===== src/rtl/sec60_time_setter_if.sv =====
// ---------------------------------------------------------------------------
// sec60_time_setter_if
// Bundles the button inputs, the live counter digits and the load/edit
// outputs exchanged between the time-setter and the 60-second counter/display.
//   master : the time-setter (reads buttons + CUR_*, drives LOAD/LD_*/HOLD/
//            EDIT_SEL/BLINK)
//   slave  : the counter/display side and the button pads
// ---------------------------------------------------------------------------
interface sec60_time_setter_if;
  logic       BTN_MODE;
  logic       BTN_UP;
  logic       BTN_DOWN;
  logic [3:0] CUR_SEC;
  logic [2:0] CUR_SEC10;
  logic       LOAD;
  logic [3:0] LD_SEC;
  logic [2:0] LD_SEC10;
  logic       HOLD;
  logic [1:0] EDIT_SEL;
  logic       BLINK;

  modport master (
    input  BTN_MODE, BTN_UP, BTN_DOWN, CUR_SEC, CUR_SEC10,
    output LOAD, LD_SEC, LD_SEC10, HOLD, EDIT_SEL, BLINK
  );

  modport slave (
    output BTN_MODE, BTN_UP, BTN_DOWN, CUR_SEC, CUR_SEC10,
    input  LOAD, LD_SEC, LD_SEC10, HOLD, EDIT_SEL, BLINK
  );
endinterface


===== src/rtl/sec60_time_setter.sv =====
// ---------------------------------------------------------------------------
// sec60_time_setter
// Button front end and set-mode FSM for the 60-second counter. Three raw
// buttons are synchronised, debounced on a slow sample tick and turned into
// one-cycle press events. MODE walks RUN -> EDIT_SEC10 -> EDIT_SEC -> RUN;
// UP/DOWN edit the selected digit with wrap-around; leaving EDIT_SEC emits a
// one-cycle LOAD strobe carrying the edited digits.
// Ports:
//   CLK100 : system clock
//   RST    : synchronous, active-high reset
//   bus    : sec60_time_setter_if.master (BTN_*, CUR_* in; LOAD, LD_SEC,
//            LD_SEC10, HOLD, EDIT_SEL, BLINK out)
// Build option:
//   SEC60_AUTO_REPEAT_EN : when defined, holding UP or DOWN alone in an edit
//   state repeats the event after 500 ticks, then every 100 ticks.
// ---------------------------------------------------------------------------
module sec60_time_setter #(
  parameter int TICK_DIV    = 100_000,
  parameter int DB_SAMPLES  = 3,
  parameter int BLINK_TICKS = 250
) (
  input  logic                  CLK100,
  input  logic                  RST,
  sec60_time_setter_if.master   bus
);

  localparam int TW = (TICK_DIV > 1) ? $clog2(TICK_DIV) : 1;
  localparam int DW = $clog2(DB_SAMPLES + 1);
  localparam int BW = (BLINK_TICKS > 1) ? $clog2(BLINK_TICKS) : 1;
  localparam logic [TW-1:0] TICK_LAST  = TW'(TICK_DIV - 1);
  localparam logic [DW-1:0] DB_LAST    = DW'(DB_SAMPLES - 1);
  localparam logic [BW-1:0] BLINK_LAST = BW'(BLINK_TICKS - 1);

  // Encoding doubles as EDIT_SEL.
  typedef enum logic [1:0] {
    ST_RUN        = 2'b00,
    ST_EDIT_SEC10 = 2'b01,
    ST_EDIT_SEC   = 2'b10
  } state_t;

  // Button index: 0 = MODE, 1 = UP, 2 = DOWN.
  logic [2:0]    btn_raw;
  logic [TW-1:0] tick_cnt_q, tick_cnt_d;
  logic          tick;
  logic [2:0]    sync1_q, sync1_d, sync2_q, sync2_d;
  logic [2:0]    db_q, db_d, db_prev_q, db_prev_d;
  logic [DW-1:0] db_cnt_q [3];
  logic [DW-1:0] db_cnt_d [3];
  logic [2:0]    ev_q, ev_d;
  state_t        state_q, state_d;
  logic [3:0]    ld_sec_q, ld_sec_d;
  logic [2:0]    ld_sec10_q, ld_sec10_d;
  logic          load_q, load_d;
  logic          blink_q, blink_d;
  logic [BW-1:0] blink_cnt_q, blink_cnt_d;
  logic          rpt_up, rpt_dn;
  logic          mode_ev, up_ev, dn_ev;

  assign btn_raw = {bus.BTN_DOWN, bus.BTN_UP, bus.BTN_MODE};

`ifdef SEC60_AUTO_REPEAT_EN
  logic [8:0] rpt_cnt_q, rpt_cnt_d;
  logic       rpt_armed_q, rpt_armed_d;
  logic       rpt_up_q, rpt_up_d, rpt_dn_q, rpt_dn_d;
  logic       rpt_hold;

  assign rpt_up = rpt_up_q;
  assign rpt_dn = rpt_dn_q;

  // Count ticks while exactly one of UP/DOWN is held in an edit state; the
  // first repeat needs 500 ticks, later ones 100.
  always_comb begin
    rpt_cnt_d   = rpt_cnt_q;
    rpt_armed_d = rpt_armed_q;
    rpt_up_d    = 1'b0;
    rpt_dn_d    = 1'b0;
    rpt_hold    = (state_q != ST_RUN) && (db_q[1] ^ db_q[2]) && (state_d == state_q);
    if (!rpt_hold) begin
      rpt_cnt_d   = '0;
      rpt_armed_d = 1'b0;
    end else if (tick) begin
      if (rpt_cnt_q == (rpt_armed_q ? 9'd99 : 9'd499)) begin
        rpt_cnt_d   = '0;
        rpt_armed_d = 1'b1;
        rpt_up_d    = db_q[1];
        rpt_dn_d    = db_q[2];
      end else begin
        rpt_cnt_d = rpt_cnt_q + 9'd1;
      end
    end
  end
`else
  assign rpt_up = 1'b0;
  assign rpt_dn = 1'b0;
`endif

  always_comb begin
    tick       = (tick_cnt_q == TICK_LAST);
    tick_cnt_d = tick ? '0 : tick_cnt_q + 1'b1;
    sync1_d    = btn_raw;
    sync2_d    = sync1_q;
    db_d       = db_q;
    for (int i = 0; i < 3; i++) begin
      db_cnt_d[i] = db_cnt_q[i];
      if (tick) begin
        if (sync2_q[i] != db_q[i]) begin
          if (db_cnt_q[i] == DB_LAST) begin
            db_d[i]     = ~db_q[i];
            db_cnt_d[i] = '0;
          end else begin
            db_cnt_d[i] = db_cnt_q[i] + 1'b1;
          end
        end else begin
          db_cnt_d[i] = '0;
        end
      end
    end
    // Press pulse lands the cycle after the debounced level rises.
    db_prev_d = db_q;
    ev_d      = db_q & ~db_prev_q;
  end

  // MODE wins; simultaneous UP and DOWN cancel.
  always_comb begin
    mode_ev = ev_q[0];
    up_ev   = (ev_q[1] | rpt_up) & ~(ev_q[2] | rpt_dn) & ~mode_ev;
    dn_ev   = (ev_q[2] | rpt_dn) & ~(ev_q[1] | rpt_up) & ~mode_ev;
  end

  always_comb begin
    state_d    = state_q;
    ld_sec_d   = ld_sec_q;
    ld_sec10_d = ld_sec10_q;
    load_d     = 1'b0;
    case (state_q)
      ST_RUN: begin
        if (mode_ev) begin
          state_d    = ST_EDIT_SEC10;
          ld_sec_d   = bus.CUR_SEC;
          ld_sec10_d = bus.CUR_SEC10;
        end
      end
      ST_EDIT_SEC10: begin
        // Out-of-range captured values fall to 0 on the first edit.
        if (mode_ev)    state_d = ST_EDIT_SEC;
        else if (up_ev) ld_sec10_d = (ld_sec10_q >= 3'd5) ? 3'd0 : ld_sec10_q + 3'd1;
        else if (dn_ev) ld_sec10_d = (ld_sec10_q > 3'd5) ? 3'd0 :
                                     (ld_sec10_q == 3'd0) ? 3'd5 : ld_sec10_q - 3'd1;
      end
      ST_EDIT_SEC: begin
        if (mode_ev) begin
          state_d = ST_RUN;
          load_d  = 1'b1;
        end
        else if (up_ev) ld_sec_d = (ld_sec_q >= 4'd9) ? 4'd0 : ld_sec_q + 4'd1;
        else if (dn_ev) ld_sec_d = (ld_sec_q > 4'd9) ? 4'd0 :
                                   (ld_sec_q == 4'd0) ? 4'd9 : ld_sec_q - 4'd1;
      end
      default: state_d = ST_RUN;
    endcase
  end

  // Blink phase is held at 0 in RUN, so the counter starts fresh on every
  // entry to EDIT_SEC10.
  always_comb begin
    blink_d     = blink_q;
    blink_cnt_d = blink_cnt_q;
    if (state_q == ST_RUN || state_d == ST_RUN) begin
      blink_d     = 1'b0;
      blink_cnt_d = '0;
    end else if (tick) begin
      if (blink_cnt_q == BLINK_LAST) begin
        blink_d     = ~blink_q;
        blink_cnt_d = '0;
      end else begin
        blink_cnt_d = blink_cnt_q + 1'b1;
      end
    end
  end

  always_ff @(posedge CLK100) begin
    if (RST) begin
      tick_cnt_q  <= '0;
      sync1_q     <= '0;
      sync2_q     <= '0;
      db_q        <= '0;
      db_prev_q   <= '0;
      for (int i = 0; i < 3; i++) db_cnt_q[i] <= '0;
      ev_q        <= '0;
      state_q     <= ST_RUN;
      ld_sec_q    <= '0;
      ld_sec10_q  <= '0;
      load_q      <= 1'b0;
      blink_q     <= 1'b0;
      blink_cnt_q <= '0;
`ifdef SEC60_AUTO_REPEAT_EN
      rpt_cnt_q   <= '0;
      rpt_armed_q <= 1'b0;
      rpt_up_q    <= 1'b0;
      rpt_dn_q    <= 1'b0;
`endif
    end else begin
      tick_cnt_q  <= tick_cnt_d;
      sync1_q     <= sync1_d;
      sync2_q     <= sync2_d;
      db_q        <= db_d;
      db_prev_q   <= db_prev_d;
      for (int i = 0; i < 3; i++) db_cnt_q[i] <= db_cnt_d[i];
      ev_q        <= ev_d;
      state_q     <= state_d;
      ld_sec_q    <= ld_sec_d;
      ld_sec10_q  <= ld_sec10_d;
      load_q      <= load_d;
      blink_q     <= blink_d;
      blink_cnt_q <= blink_cnt_d;
`ifdef SEC60_AUTO_REPEAT_EN
      rpt_cnt_q   <= rpt_cnt_d;
      rpt_armed_q <= rpt_armed_d;
      rpt_up_q    <= rpt_up_d;
      rpt_dn_q    <= rpt_dn_d;
`endif
    end
  end

  assign bus.LOAD     = load_q;
  assign bus.LD_SEC   = ld_sec_q;
  assign bus.LD_SEC10 = ld_sec10_q;
  assign bus.EDIT_SEL = state_q;
  assign bus.HOLD     = (state_q != ST_RUN);
  assign bus.BLINK    = blink_q;

endmodule


===== src/flat_wrapper.sv =====
// flat-port wrapper written by rule: the top's interface ports become plain ports
module sec60_time_setter_flat 
#(
  parameter int TICK_DIV    = 100_000,
  parameter int DB_SAMPLES  = 3,
  parameter int BLINK_TICKS = 250
)
  (CLK100, RST, bus_BTN_MODE, bus_BTN_UP, bus_BTN_DOWN, bus_CUR_SEC, bus_CUR_SEC10, bus_LOAD, bus_LD_SEC, bus_LD_SEC10, bus_HOLD, bus_EDIT_SEL, bus_BLINK);
  sec60_time_setter_if bus_i ();
  input  logic CLK100;
  input  logic RST;
  input wire logic [$bits(bus_i.BTN_MODE)-1:0] bus_BTN_MODE;
  input wire logic [$bits(bus_i.BTN_UP)-1:0] bus_BTN_UP;
  input wire logic [$bits(bus_i.BTN_DOWN)-1:0] bus_BTN_DOWN;
  input wire logic [$bits(bus_i.CUR_SEC)-1:0] bus_CUR_SEC;
  input wire logic [$bits(bus_i.CUR_SEC10)-1:0] bus_CUR_SEC10;
  output wire logic [$bits(bus_i.LOAD)-1:0] bus_LOAD;
  output wire logic [$bits(bus_i.LD_SEC)-1:0] bus_LD_SEC;
  output wire logic [$bits(bus_i.LD_SEC10)-1:0] bus_LD_SEC10;
  output wire logic [$bits(bus_i.HOLD)-1:0] bus_HOLD;
  output wire logic [$bits(bus_i.EDIT_SEL)-1:0] bus_EDIT_SEL;
  output wire logic [$bits(bus_i.BLINK)-1:0] bus_BLINK;
  assign bus_i.BTN_MODE = bus_BTN_MODE;
  assign bus_i.BTN_UP = bus_BTN_UP;
  assign bus_i.BTN_DOWN = bus_BTN_DOWN;
  assign bus_i.CUR_SEC = bus_CUR_SEC;
  assign bus_i.CUR_SEC10 = bus_CUR_SEC10;
  assign bus_LOAD = bus_i.LOAD;
  assign bus_LD_SEC = bus_i.LD_SEC;
  assign bus_LD_SEC10 = bus_i.LD_SEC10;
  assign bus_HOLD = bus_i.HOLD;
  assign bus_EDIT_SEL = bus_i.EDIT_SEL;
  assign bus_BLINK = bus_i.BLINK;
  sec60_time_setter #(.TICK_DIV(TICK_DIV), .DB_SAMPLES(DB_SAMPLES), .BLINK_TICKS(BLINK_TICKS)) u_core (.CLK100(CLK100), .RST(RST), .bus(bus_i));
endmodule

===== config.mk =====
export PLATFORM = sky130hd
export DESIGN_NAME = sec60_time_setter_flat
export DESIGN_NICKNAME = d
export VERILOG_FILES = /design/src/rtl/sec60_time_setter_if.sv /design/src/rtl/sec60_time_setter.sv /design/src/flat_wrapper.sv
export SDC_FILE = /design/constraint.sdc
export NUM_CORES = 1
export LEC_CHECK = 0
export ABC_CLOCK_PERIOD_IN_PS = 2750
export BUFFER_PORTS_ARGS = -buffer_cell sky130_fd_sc_hd__buf_4
export CELL_PAD_IN_SITES_DETAIL_PLACEMENT = 1
export CELL_PAD_IN_SITES_GLOBAL_PLACEMENT = 1
export CORE_MARGIN = 5
export CORE_UTILIZATION = 49
export DETAILED_ROUTE_END_ITERATION = 12
export HOLD_SLACK_MARGIN = 0.15
export PLACE_DENSITY = 0.92
export SYNTH_ARGS = -nofsm -noshare
export SYNTH_HDL_FRONTEND = slang
export SYNTH_SLANG_ARGS = --single-unit

===== constraint.sdc =====
create_clock -name CLK100 -period 2.75 [get_ports CLK100]
set_clock_uncertainty 0.1 [all_clocks]
set_input_delay 0.1375 -clock CLK100 [delete_from_list [all_inputs] [get_ports CLK100]]
set_output_delay 0.1375 -clock CLK100 [all_outputs]
set_load 0.01 [all_outputs]

Word level (Yosys, flattened, before mapping)
Memories as Yosys holds them, arrays and structs flattened. Cells that the tools add are included.

Input bits: 12. Logic and storage cells: 114. Output and inout port bits: 12. Memories kept: 1. Register bits: 51. RAM bits: 6.

Bitwise gates (word level): 17. $lt $le $gt $ge: 4. Add/sub/neg operators: 9. Equal/unequal tests: 15. Muxes and demuxes: 37. Reduce and logical (&&, ||, !) cells: 17.

Memories: u_core.db_cnt_q (words 3, width 2, read ports 3, clocked after memory_dff 0, write ports 3, line sec60_time_setter.sv:47) `logic [DW-1:0] db_cnt_q [3];`.

Operator list (count): $mux 2 (15); $mux 4 (7); $mux 3 (7); $add 17x1->17 const B (1); $eq 17x17->1 const B (1); $reduce_and 3->1 (3); $add 8x1->8 const B (1); $eq 2x2->1 const B (4); $eq 8x8->1 const B (1); $mux 8 (1); $not 1->1 (8); $pmux 4 s2 (1); $reduce_and 4->1 (2); $add 2x1->2 const B (3); $ne 3x1->1 const B (2); $pmux 2 s3 (1); $pmux 3 s2 (1); $reduce_bool 2->1 (3); $reduce_or 2->1 (3); $add 4x1->4 const B (1); $and 1x1->1 (4); $ge 4x4->1 const B (1); $gt 4x4->1 const B (1); $logic_not 2->1 (2); 17 further kinds (25).

Longest topological paths before layout
Depth in word-level cells: 7. Gate-level depth with buffers: 8. Mapped depth without buffers: 6.

Least setup slack after synthesis
No wires, ideal clock.

Path type: register to register. Start: reg u_core.ld_sec10_q[1], in the netlist u_core.bus.LD_SEC10[1]. End: reg u_core.ld_sec10_q[2], in the netlist u_core.bus.LD_SEC10[2]. Setup time: 91 ps. Path slack: 922 ps. Period minus slack after synthesis: 1828 ps. Required time: 2559 ps. Cell stages (with the launch flop): 7. Buffers on the path: 0. Data arrival time: 1637 ps. Cell sequence: dfxtp_1 > inv_1 > ha_1 > or3b_2 > o211ai_1 > nand3_1 > a311oi_1.

Word-level cells in the longest chain between the ends: 7. Elaborated cells on any way between the ends: 12. Classes of those cells: add/sub: 2; order compare: 2; mux: 7; reduce/logical: 1.

RTL lines: start: declaration (line sec60_time_setter.sv:52) `logic [2:0] ld_sec10_q, ld_sec10_d;`; start signal: assignment (line sec60_time_setter.sv:212) `ld_sec10_q <= ld_sec10_d;`; $sub 3x1->3 / $logic_not 3->1 (equally long branches) (line sec60_time_setter.sv:148) `(ld_sec10_q == 3'd0) ? 3'd5 : ld_sec10_q - 3'd1;`; $mux 3 (line sec60_time_setter.sv:148); $mux 3 (2 in series) (line sec60_time_setter.sv:147) `else if (dn_ev) ld_sec10_d = (ld_sec10_q > 3'd5) ? 3'd0 :`; $mux 3 * (line sec60_time_setter.sv:146) `else if (up_ev) ld_sec10_d = (ld_sec10_q >= 3'd5) ? 3'd0 : ld_sec10_q + 3'd1;`; $mux 3 * (line sec60_time_setter.sv:145) `if (mode_ev) state_d = ST_EDIT_SEC;`; $pmux 3 s2 * (line sec60_time_setter.sv:135) `case (state_q)`.

Mark *: on every way between the ends. The rest lies on a longest branch, timed or not. The select of a mux whose other input is x is not followed. A chain may end at the register's enable or synchronous reset.

Worst setup path after layout
Ends and elaborated chain as after synthesis.

==> flow_metrics.py <==
metrics = {
    "logic_synthesis": {
        "postSynthAreaPerCell_um2": 8.73,
        "ys_ff_latch": 57,
        "post_synth_edffs": 0,
        "postSynth.topFlopCell": "sky130_fd_sc_hd__dfxtp_1",
        "mappedNetlistArea_um2": 2930,
        "yosys_warnings": 0,
        "synthesized_area_fraction_occupied_by_ao_oa_aoi_and_oai_cells_pct": 14.4,
        "synth_async_sr_flop_share_pct": 0,
        "synthTopCellsByCount": "sky130_fd_sc_hd__dfxtp_1 (57), sky130_fd_sc_hd__nor2_1 (38), sky130_fd_sc_hd__nand2_1 (23), sky130_fd_sc_hd__a21oi_1 (18), sky130_fd_sc_hd__inv_1 (14)",
        "synth.net_count": 359,
        "synthXorXnorAreaFrac_pct": 5.37,
        "post_synth_and_or_nand_nor_area_fraction_pct": 30.2,
        "yosysTopAreaCell": "sky130_fd_sc_hd__dfxtp_1",
        "synth.most_common_cell": "sky130_fd_sc_hd__dfxtp_1",
        "synth.yosys.seq_area_share_pct": 38.9,
        "ranking_of_synthesized_cells_by_area": "sky130_fd_sc_hd__dfxtp_1 (39%), sky130_fd_sc_hd__nor2_1 (4.9%), sky130_fd_sc_hd__ha_1 (4.7%)",
        "yosysTopAreaCellShare_pct": 38.9,
        "dominant_combinational_cell_family_by_area_after_synthesis": "simple AND/OR/NAND/NOR gates",
        "synthesized_instance_count": 336,
        "synthMuxAreaShare_pct": 1.71,
        "synth_cell_type_count": 56,
        "synth-adder-area-share_pct": 4.69,
    },
    "critical_path": {
        "timing.rr.start": "u_core.bus.LD_SEC10[1]",
        "worstPathRequired_ns": 2.93,
        "cpMaxStageDelayCell": "sky130_fd_sc_hd__dlygate4sd3_1",
        "worst_path_dominant_cell_family": "buffers and inverters",
        "arrival_ns": 2.70,
        "crit_fanout": 6,
        "setup.worst_path.class": "flop to flop",
        "critical_path_launch_point_type": "flop",
        "critical_path_launch_point": "u_core.bus.LD_SEC10[1]",
        "cp_slowest_stage_delay_ns": 0.58,
        "worstPathCellList": "inv_1 > ha_1 > or3b_2 > o211ai_1 > nand3_1 > a311oi_1 > dlygate4sd3_1",
        "path_buf_inv": 2,
        "crit_path_end_kind": "flop",
    },
    "cells_and_area": {
        "post_route_cells_drive_above_1_share_pct": 14.2,
        "design.final.nets": 390,
        "filler_cell_count": 707,
        "final_cell_area_um2": 3430,
        "layout.core_utilization_pct": 58.2,
        "area_growth_pct": 16.8,
        "fin_cells": 447,
        "insertedDiodeCount": 0,
    },
    "global_route": {
        "global_route_wire_length_before_repair_um": 12600,
        "grt_antenna_before_repair": 0,
        "via_count_of_the_first_global_routing_pass": 2702,
        "gr-max-usage-layer": "met2",
        "grt_use_total_pct": 21.0,
        "met3_routing_resource_usage_after_global_routing_pct": 5.01,
        "grt_max_degree": 38,
        "globalRouteOverflowTotal": 0,
        "grt_util_met2_pct": 37.2,
        "met1_usage_pct": 23.9,
    },
    "detailed_routing": {
        "drt-total-wl_um": 7430,
        "final_antenna_violating_net_count": 0,
        "dr_total_vias": 2583,
        "post_dr_vias_cell": 5.78,
        "post-route-drc-count": 0,
        "count_of_tritonroute_iterations_in_the_first_routing_pass": 4,
        "detailedRoute.firstIterationViolations": 97,
        "post_drt_wl_per_cell_um": 16.6,
    },
    "power_and_ir_drop": {
        "clkPwrFrac_pct": 43.7,
        "power.share.combinational_pct": 3.6,
        "worst_ir_drop_vdd_mv": 0.353,
        "internal_power_mw": 1.24,
        "power.sequential.fraction_pct": 52.7,
        "power.density_nw_per_um2": 465,
        "power_leakage_nw": 1.26,
        "switchingPower_mw": 0.356,
        "sw_frac_of_total_pct": 22.3,
    },
    "run_status": {
        "run_status": "completed",
    },
    "floorplan": {
        "floorplan.initialDensity_pct": 49.9,
        "io_pins": 24,
        "design.die.area_um2": 7640,
        "die_h_um": 87.4,
        "placeableCoreArea_um2": 5890,
        "die_x_um": 87.4,
        "std_cell_rows": 28,
    },
    "worst_hold_path": {
        "worstHoldStart": "bus_CUR_SEC[2]",
        "hp-class": "input pin to flop",
    },
    "timing": {
        "timing.final.crit_share_pct": 91.7,
        "max-slew-margin-rel_pct": 55.8,
        "grt_setup_unrepaired": "false",
        "setup-tns-final_ns": 0,
        "final-setup-viol-count": 0,
        "final_hold_slack_ns": 0.166,
        "finalWorstPathRequiredPeriod_ns": 2.52,
        "achievable-frequency_ghz": 0.396,
        "tightestPinTransition_ns": 0.660,
        "report.final.slew_viol_count": 0,
        "timing_hold_violations_final": 0,
    },
    "clocking": {
        "cts_root_buf": "sky130_fd_sc_hd__clkbuf_8",
        "cts_max_path_buffers": 2,
        "cts_made_buffers": 9,
        "clock_tree.htree_level_count": 3,
        "clk-insertion-delay-late_ns": 0.34,
        "clk_pin_slew_worst_paths_ns": 0.07,
        "cts.sink_count": 57,
        "cts_tree": "built",
    },
    "placed_design": {
        "dpl.hpwl_um": 5020,
        "globalplace.congestion": 0.854,
        "placed_inst_area_um2": 3110,
        "placement.io_buffers": 23,
        "post-place-cells": 417,
    },
    "flow_run": {
        "max-cap-violations": 0,
    },
}
==> repair_timing <==
action                                 CTS  global route
buffers inserted                         0             0
hold buffers                            14             0
endpoints found under the hold margin   21             0
resized for setup                        0             0
==> flip-flops by register name (all words and copies together), names as in the netlist <==
register             flops
u_core.bus.BLINK         1
u_core.bus.EDIT_SEL      2
u_core.db_cnt_q          6
u_core.sync1_q           3
u_core.bus.LD_SEC10      3
u_core.db_prev_q         3
u_core.sync2_q           3
u_core.bus.LOAD          1
u_core.db_prev_d         3
u_core.tick_cnt_q       17
u_core.blink_cnt_q       8
u_core.bus.LD_SEC        4
u_core.ev_q              3
==> power groups by stage <==
| stage | clock network, mW | registers, mW | logic (mW) |
|---|---|---|---|
| final | 0.697 | 0.840 | 0.0568 |
| after global placement | 0 | 0.857 | 0.0395 |
| after floorplan | 0 | 0.856 | 0.0253 |
| after global routing | 0.756 | 0.840 | 0.0628 |
| after CTS | 0.715 | 0.839 | 0.0569 |
| after detailed placement | 0 | 0.858 | 0.0415 |
==> metal layers <==
metal  up-vias  part of all wire [%]
li1       1269                     -
met1      1257                    42
met2        41                    52
met3        16                   3.7
met4         0                   2.2
met5         -                     0
==> stage by stage <==
step,setup WS (ns),power (mW)
finish,0.228,1.59
global route,0.0800,1.66
CTS,0.254,1.61
detailed placement,0.539,0.899
global placement,0.668,0.896
floorplan,0.922,0.882
==> worst paths after layout <==
kind | endpoint | slack (ns) | cells past startpoint
setup / recovery | u_core.bus.LD_SEC10[2] | 0.23 | 7
setup reg to reg | u_core.bus.LD_SEC10[2] | 0.23 | 7
hold reg to reg | u_core.ev_q[2] | 0.29 | 1
hold / removal | u_core.bus.LD_SEC[2] | 0.17 | 4
==> cell families after synthesis <==
family | count (synthesis)
AND/OR/NAND/NOR | 153
AO/OA/AOI/OAI | 61
flip-flops | 57
buffers and inverters | 31
XOR/XNOR | 18
adder cells (fa/ha/maj) | 11
multiplexers | 5
==> cells in the final DEF (no fill, tap or decap), drive strengths merged, types with 11 or more instances in the layout <==
cell,count
inv,14
dfxtp,57
buf,23
nand2b,12
nor2,38
dlygate4sd3,14
ha,11
a21oi,18
clkbuf,13
nor2b,13
nand2,23
==> area by class of cell <==
type                            count  area (um^2)  area share (%)
Clock buffer                       13          159            4.64
Clock inverter                      3         15.0           0.438
Inverter                           14         52.6            1.53
Multi-Input combinational cell    248         1650            48.2
Sequential cell                    57         1140            33.3
Tap cell                           75         93.8            2.74
Timing Repair Buffer               37          313            9.12
==> tightest hold or removal path, delay by kind of cell <==
kind            cells  cell delay (ns)
simple gates        2             0.24
compound gates      1             0.06
buf+inv             1             0.11
Note: power is estimated with default switching activity, not from simulation.
